## src/rtl/msf_envelope_slicer_if.sv

```systemverilog
// Averaged-amplitude stream from the IQ averager into the MSF envelope slicer.
interface msf_envelope_slicer_if;
   logic [15:0] average;
   logic        valid;

   modport master (output average, output valid);
   modport slave  (input  average, input  valid);
endinterface

```

## src/rtl/msf_envelope_slicer.sv

```systemverilog
// Carrier envelope tracker, hysteresis slicer and MSF second decoder producing
// bit A, bit B and the minute marker once per second.
module msf_envelope_slicer #(
   parameter int AVG_PER_100MS = 10,
   parameter int DECAY_SHIFT   = 8,
   parameter int HYST          = 32,
   parameter int MIN_SPAN      = 64
) (
   input  logic                 clk,
   input  logic                 rst,
   msf_envelope_slicer_if.slave stream,
   output logic                 carrier_on,
   output logic [15:0]          threshold,
   output logic                 locked,
   output logic                 sec_strobe,
   output logic                 bit_a,
   output logic                 bit_b,
   output logic                 minute_marker,
   output logic                 lost_sync
);

   localparam int N = AVG_PER_100MS;
   localparam logic [9:0] CNT_A    = 10'(3 * N / 2);
   localparam logic [9:0] CNT_B    = 10'(5 * N / 2);
   localparam logic [9:0] CNT_M    = 10'(9 * N / 2);
   localparam logic [9:0] CNT_SEC  = 10'(5 * N);
   localparam logic [9:0] CNT_MIN  = 10'(9 * N);
   localparam logic [9:0] CNT_LOST = 10'(12 * N);

   typedef enum logic [1:0] {HUNT, MEASURE, WAIT_EDGE} state_t;

   state_t      state;
   logic [15:0] peak;
   logic [15:0] env_floor;
   logic [9:0]  count;
   logic        samp_a;
   logic        samp_b;
   logic        samp_m;

   logic [16:0] span;
   logic [15:0] thr_next;
   logic        lock_next;
   logic [16:0] hi_sum;
   logic [15:0] hi_lvl;
   logic [15:0] lo_lvl;
   logic        carrier_next;
   logic        fall;
   logic [15:0] peak_next;
   logic [15:0] floor_next;
   logic [9:0]  count_inc;

   // Slicer decisions are taken against the envelope as it stood before this sample.
   always_comb begin
      span         = (peak > env_floor) ? ({1'b0, peak} - {1'b0, env_floor}) : 17'd0;
      thr_next     = env_floor + span[16:1];
      lock_next    = (span >= 17'(MIN_SPAN));
      hi_sum       = {1'b0, thr_next} + 17'(HYST);
      hi_lvl       = hi_sum[16] ? 16'hFFFF : hi_sum[15:0];
      lo_lvl       = ({1'b0, thr_next} >= 17'(HYST)) ? (thr_next - 16'(HYST)) : 16'd0;
      carrier_next = carrier_on;
      if (!lock_next)
         carrier_next = 1'b0;
      else if (stream.average > hi_lvl)
         carrier_next = 1'b1;
      else if (stream.average < lo_lvl)
         carrier_next = 1'b0;
      fall         = carrier_on & ~carrier_next;
      peak_next    = (stream.average > peak) ? stream.average : (peak - (peak >> DECAY_SHIFT));
      floor_next   = env_floor;
      if (stream.average < env_floor)
         floor_next = stream.average;
      else if (peak > env_floor)
         floor_next = env_floor + 16'(span >> DECAY_SHIFT);
      count_inc    = (count == 10'h3FF) ? count : (count + 10'd1);
   end

   // Envelope registers and the second-phase FSM, both advanced only by valid samples.
   always_ff @(posedge clk) begin
      if (rst) begin
         state         <= HUNT;
         peak          <= 16'd0;
         env_floor     <= 16'hFFFF;
         threshold     <= 16'd0;
         carrier_on    <= 1'b0;
         locked        <= 1'b0;
         count         <= 10'd0;
         samp_a        <= 1'b0;
         samp_b        <= 1'b0;
         samp_m        <= 1'b0;
         sec_strobe    <= 1'b0;
         bit_a         <= 1'b0;
         bit_b         <= 1'b0;
         minute_marker <= 1'b0;
         lost_sync     <= 1'b0;
      end else begin
         sec_strobe <= 1'b0;
         lost_sync  <= 1'b0;
         if (stream.valid) begin
            peak       <= peak_next;
            env_floor  <= floor_next;
            threshold  <= thr_next;
            locked     <= lock_next;
            carrier_on <= carrier_next;
            count      <= count_inc;
            if (!lock_next) begin
               state <= HUNT;
            end else begin
               case (state)
                  HUNT: begin
                     if (fall) begin
                        count <= 10'd0;
                        state <= MEASURE;
                     end
                  end
                  MEASURE: begin
                     if (count == CNT_A) samp_a <= ~carrier_on;
                     if (count == CNT_B) samp_b <= ~carrier_on;
                     if (count == CNT_M) samp_m <= ~carrier_on;
                     if (count == CNT_SEC) begin
                        bit_a         <= samp_a;
                        bit_b         <= samp_b;
                        minute_marker <= samp_m & samp_a & samp_b;
                        sec_strobe    <= 1'b1;
                        state         <= WAIT_EDGE;
                     end
                  end
                  WAIT_EDGE: begin
                     // Drops earlier than 900 ms into the second are treated as noise.
                     if (fall && (count >= CNT_MIN)) begin
                        count <= 10'd0;
                        state <= MEASURE;
                     end else if (count == CNT_LOST) begin
                        lost_sync <= 1'b1;
                        state     <= HUNT;
                     end
                  end
                  default: state <= HUNT;
               endcase
            end
         end
      end
   end

endmodule

```

## src/flat_wrapper.sv

```systemverilog
// flat-port wrapper written by rule: the top's interface ports become plain ports
module msf_envelope_slicer_flat 
#(
   parameter int AVG_PER_100MS = 10,
   parameter int DECAY_SHIFT   = 8,
   parameter int HYST          = 32,
   parameter int MIN_SPAN      = 64
)
  (clk, rst, carrier_on, threshold, locked, sec_strobe, bit_a, bit_b, minute_marker, lost_sync, stream_average, stream_valid);
  msf_envelope_slicer_if stream_i ();
  input  logic clk;
  input  logic rst;
  output logic carrier_on;
  output logic [15:0] threshold;
  output logic locked;
  output logic sec_strobe;
  output logic bit_a;
  output logic bit_b;
  output logic minute_marker;
  output logic lost_sync;
  input wire logic [$bits(stream_i.average)-1:0] stream_average;
  input wire logic [$bits(stream_i.valid)-1:0] stream_valid;
  assign stream_i.average = stream_average;
  assign stream_i.valid = stream_valid;
  msf_envelope_slicer #(.AVG_PER_100MS(AVG_PER_100MS), .DECAY_SHIFT(DECAY_SHIFT), .HYST(HYST), .MIN_SPAN(MIN_SPAN)) u_core (.clk(clk), .rst(rst), .stream(stream_i), .carrier_on(carrier_on), .threshold(threshold), .locked(locked), .sec_strobe(sec_strobe), .bit_a(bit_a), .bit_b(bit_b), .minute_marker(minute_marker), .lost_sync(lost_sync));
endmodule
```

## config.mk

```make
export PLATFORM = sky130hd
export DESIGN_NAME = msf_envelope_slicer_flat
export DESIGN_NICKNAME = d
export VERILOG_FILES = /design/src/rtl/msf_envelope_slicer_if.sv /design/src/rtl/msf_envelope_slicer.sv /design/src/flat_wrapper.sv
export SDC_FILE = /design/constraint.sdc
export NUM_CORES = 1
export LEC_CHECK = 0
export ABC_AREA = 1
export ABC_CLOCK_PERIOD_IN_PS = 6010
export CAP_MARGIN = 20
export CORE_UTILIZATION = 54
export CTS_BUF_LIST = sky130_fd_sc_hd__clkbuf_8
export CTS_CLUSTER_SIZE = 8
export DETAILED_ROUTE_END_ITERATION = 6
export HOLD_SLACK_MARGIN = 0.12
export PLACE_DENSITY = 0.74
export SYNTH_ARGS = -nofsm -noshare
export SYNTH_HDL_FRONTEND = slang
export SYNTH_SLANG_ARGS = --single-unit
export TNS_END_PERCENT = 50
```

## constraint.sdc

```tcl
create_clock -name clk -period 6.01 [get_ports clk]
set_input_delay 1.202 -clock clk [delete_from_list [all_inputs] [get_ports clk]]
set_output_delay 1.202 -clock clk [all_outputs]
set_load 0.01 [all_outputs]
```

==> metrics.csv <==
stage,metric,value,unit
setup_path,crit-path max cell delay,0.42,ns
synthesis,Cells after Synth,1218,
synthesis,sequential-to-total area share from yosys stat,17.9,%
setup_path,Setup crit end kind,flop,
routing,Via Count,8407,
setup_path,Setup crit start,u_core.peak[0],
pwr,P per Cell Area,273,nW/um^2
die,Core ar.,14000,sq um
synthesis,number of synthesized register bits,70,
setup_path,"Max FO, Critical Path",7,
cts,CTS Sinks,70,
setup_path,Crit path required time,6.30,ns
synthesis,YS warnings,0,
finish,layout cell share with drive strength beyond 1,14.6,%
synthesis,Synth Net Count,1357,
finish,nets@finish,1438,
hold_path,hold path startpoint,u_core.bit_b,
timing,WHS,0.473,ns
timing,Setup Skew,0.00817,ns
finish,final non-filler cell area,9470,sq um
routing,DRC Markers,0,
synthesis,number of distinct library cells after synthesis,47,
synthesis,Mapped Avg Cell Area,6.44,sq um
setup_path,"Largest delay share family, worst path",simple AND/OR/NAND/NOR gates,
timing,Rel. slew slack,28.0,%
setup_path,Setup crit start kind,flop,
pwr,Psw,1210,uW
global_route,GRT Util Overall,32.2,%
finish,Antenna Cells,0,
cts,CTS tree,built,
timing,Max Slew Vio Count,0,
global_route,first-pass GRT wire length,37.2,mm
placed_design,DP Wirelength,18.2,mm
timing,Final Setup Violations,0,
setup_path,start of the worst register-to-register path,u_core.peak[0],
timing,f_max,176,MHz
cts,CTS buffer count,9,
pwr,Comb power frac,59.9,%
placed_design,Port Buffers,41,
routing,drt via density,5.67,
synthesis,multiplexer share of the synthesized area,0.128,%
setup_path,critical path class,flop to flop,
synthesis,compound-gate portion of the synthesized area,18.3,%
synthesis,Synth Area in Simple Gates,28.5,%
global_route,number of global-route vias before repair,7617,
routing,routed wire length,24.1,mm
finish,Layout area overhead,20.6,%
cts,Hold Buf Count CTS,0,
synthesis,ys async rst share,0,%
setup_path,Bufs and invs on worst path,8,
routing,DR WL/cell,16.2,um
die,num ports,42,
timing,fin crit period,5.69,ns
die,die area,15000,sq um
pwr,Clk pwr share,17.9,%
cts,insertion delay to the later sink of the worst-skew pair,0.38,ns
die,die span in y,123,um
flow_run,Max-cap violations,0,
cts,CTS H-tree lvls,3,
synthesis,largest family of logic cells by synthesized area,simple AND/OR/NAND/NOR gates,
finish,post-route insts no fill,1484,
pwr,Sequential Power Share,22.3,%
pwr,switching share of power,46.9,%
die,Starting Density,55.9,%
synthesis,Post-Synth Adder-Cell Area,19.5,%
synthesis,Synth Area in XOR/XNOR,4.99,%
routing,Final ANT Viol Nets,0,
setup_path,"Arr. time, crit path",5.98,ns
synthesis,synthesized area,7850,sq um
setup_path,Worst path slowest cell,fa_1,
timing,measured slew at the worst slew-check pin,1.08,ns
global_route,largest net degree at the start of global routing,49,
cts,clk buf depth,2,
routing,DR pass1 iterations,5,
placed_design,Post-Place Cells,1458,
hold_path,Min-Delay Path Class,flop to flop,
placed_design,Placed Area,8720,sq um
die,die width,123,um
die,row count,43,
pwr,Worst VDD drop,0.000162,V
synthesis,top_reg_cell synth,dfxtp_1,
cts,"Reg clk slew, reported paths",0.08,ns
global_route,initial antenna violation count,0,
pwr,Power Total,2580,uW
global_route,GRT overflow,0,
timing,final period utilization,94.6,%
pwr,Lkg Pwr,0.00472,uW
timing,Final Hold Viols,0,
synthesis,Post-synth EDFFs,0,
status,status,"complete, no violations",
placed_design,GPL Wtd Cong,0.948,
pwr,internal power,1370,uW
cts,Root Driver,clkbuf_8,
routing,DRT iter0 DRCs,635,
metal layers:
| layer | global-route usage, % | vias to the layer above | share of wire [%] |
|---|---|---|---|
| met3 | 4.09 | 79 | 5.7 |
| li1 | - | 4209 | - |
| met1 | 40.0 | 3840 | 43 |
| met2 | 53.5 | 279 | 47 |
| met5 | 0 | - | 0 |
| met4 | 18.2 | 0 | 4.6 |
cell usage in the layout (no fill, tap or decap), types with 31 or more instances in the layout:
cell type / count
clkdlybuf4s50_1: 40
xor2_1: 31
ha_1: 95
nor2_1: 93
nand3_1: 47
buf_4: 54
inv_1: 180
dfxtp_1: 59
o21ai_0: 65
nand2_1: 261
a21oi_1: 112
final timing paths:
check,cells after the start,end,slack (ns)
setup / recovery,37,u_core.count[2],0.32
hold / removal,2,u_core.bit_b,0.47
hold reg to reg,2,u_core.bit_b,0.47
setup reg to reg,37,u_core.count[2],0.32
state kept, by name (all words and copies together), names as in the netlist, 2 cells and up:
name,count
u_core.count,10
u_core.env_floor,16
u_core.peak,16
u_core.state,2
u_core.threshold,16
synth_stat cells, types with 6 or more instances:
cell      instances  share of area [%]
a21oi_1         117                7.5
a31oi_1          10               0.80
clkbuf_1         19               0.91
dfxtp_1          70                 18
ha_1            116                 18
inv_1           185                8.8
nand2_1         269                 13
nand2_2          10               0.80
nand3_1          50                3.2
nand3_2           8                1.0
nand4_1          19                1.5
nor2_1          106                5.1
nor3_1           31                2.0
o211ai_1         23                2.2
o21ai_0          67                4.3
o21bai_1          6               0.57
xnor2_1           9                1.0
xor2_1           32                3.6
logic make-up (layout without fill, tap and decap cells):
kind of cell	Yosys count	after routing
xor+xnor	43	43
simple gates	511	512
compound gates	252	252
fa+ha+maj	120	120
flops	70	70
buf+inv	221	306
mux	1	1
final cells by class:
| class | instances | area [sq um] |
|---|---|---|
| Clock buffer | 10 | 138 |
| Clock inverter | 6 | 93.8 |
| Fill cell | 1265 | 4580 |
| Inverter | 194 | 732 |
| Multi-Input combinational cell | 928 | 6040 |
| Sequential cell | 70 | 1420 |
| Tap cell | 180 | 225 |
| Timing Repair Buffer | 96 | 822 |
per-stage QoR:
step           worst slack [ns]  setup TNS (ns)  util, %
6_report                  0.324               0     67.4
2_1_floorplan             0.416               0        -
4_1_cts                  0.0498               0     63.8
3_3_place_gp              0.123               0     62.1
5_1_grt                 -0.0965          -0.854     67.4
3_5_place_dp            -0.0361          -0.175     62.1
worst register-to-register path, delay by kind of cell (launching register included):
kind,cells,cell delay [ns]
buf+inv,8,0.89
compound gates,8,1.15
simple gates,17,2.03
flops,1,0.34
fa+ha+maj,4,1.21
power by group through the flow:
| stage | clock [uW] | sequential [uW] | combinational (uW) |
|---|---|---|---|
| 3_5_place_dp | 0 | 575 | 1380 |
| 4_1_cts | 469 | 565 | 1390 |
| 5_1_grt | 490 | 580 | 1740 |
| 6_report | 462 | 575 | 1550 |
| 3_3_place_gp | 0 | 574 | 1360 |
| 2_1_floorplan | 0 | 572 | 981 |
timing repair:
action | 4_1_cts | 5_1_grt
endpoints found under the setup margin | 7 | 14
gates cloned | 0 | 2
setup buffers | 0 | 8
gates resized for setup | 2 | 91
pin swaps | 0 | 10
Power figures use the tool's default switching activity.
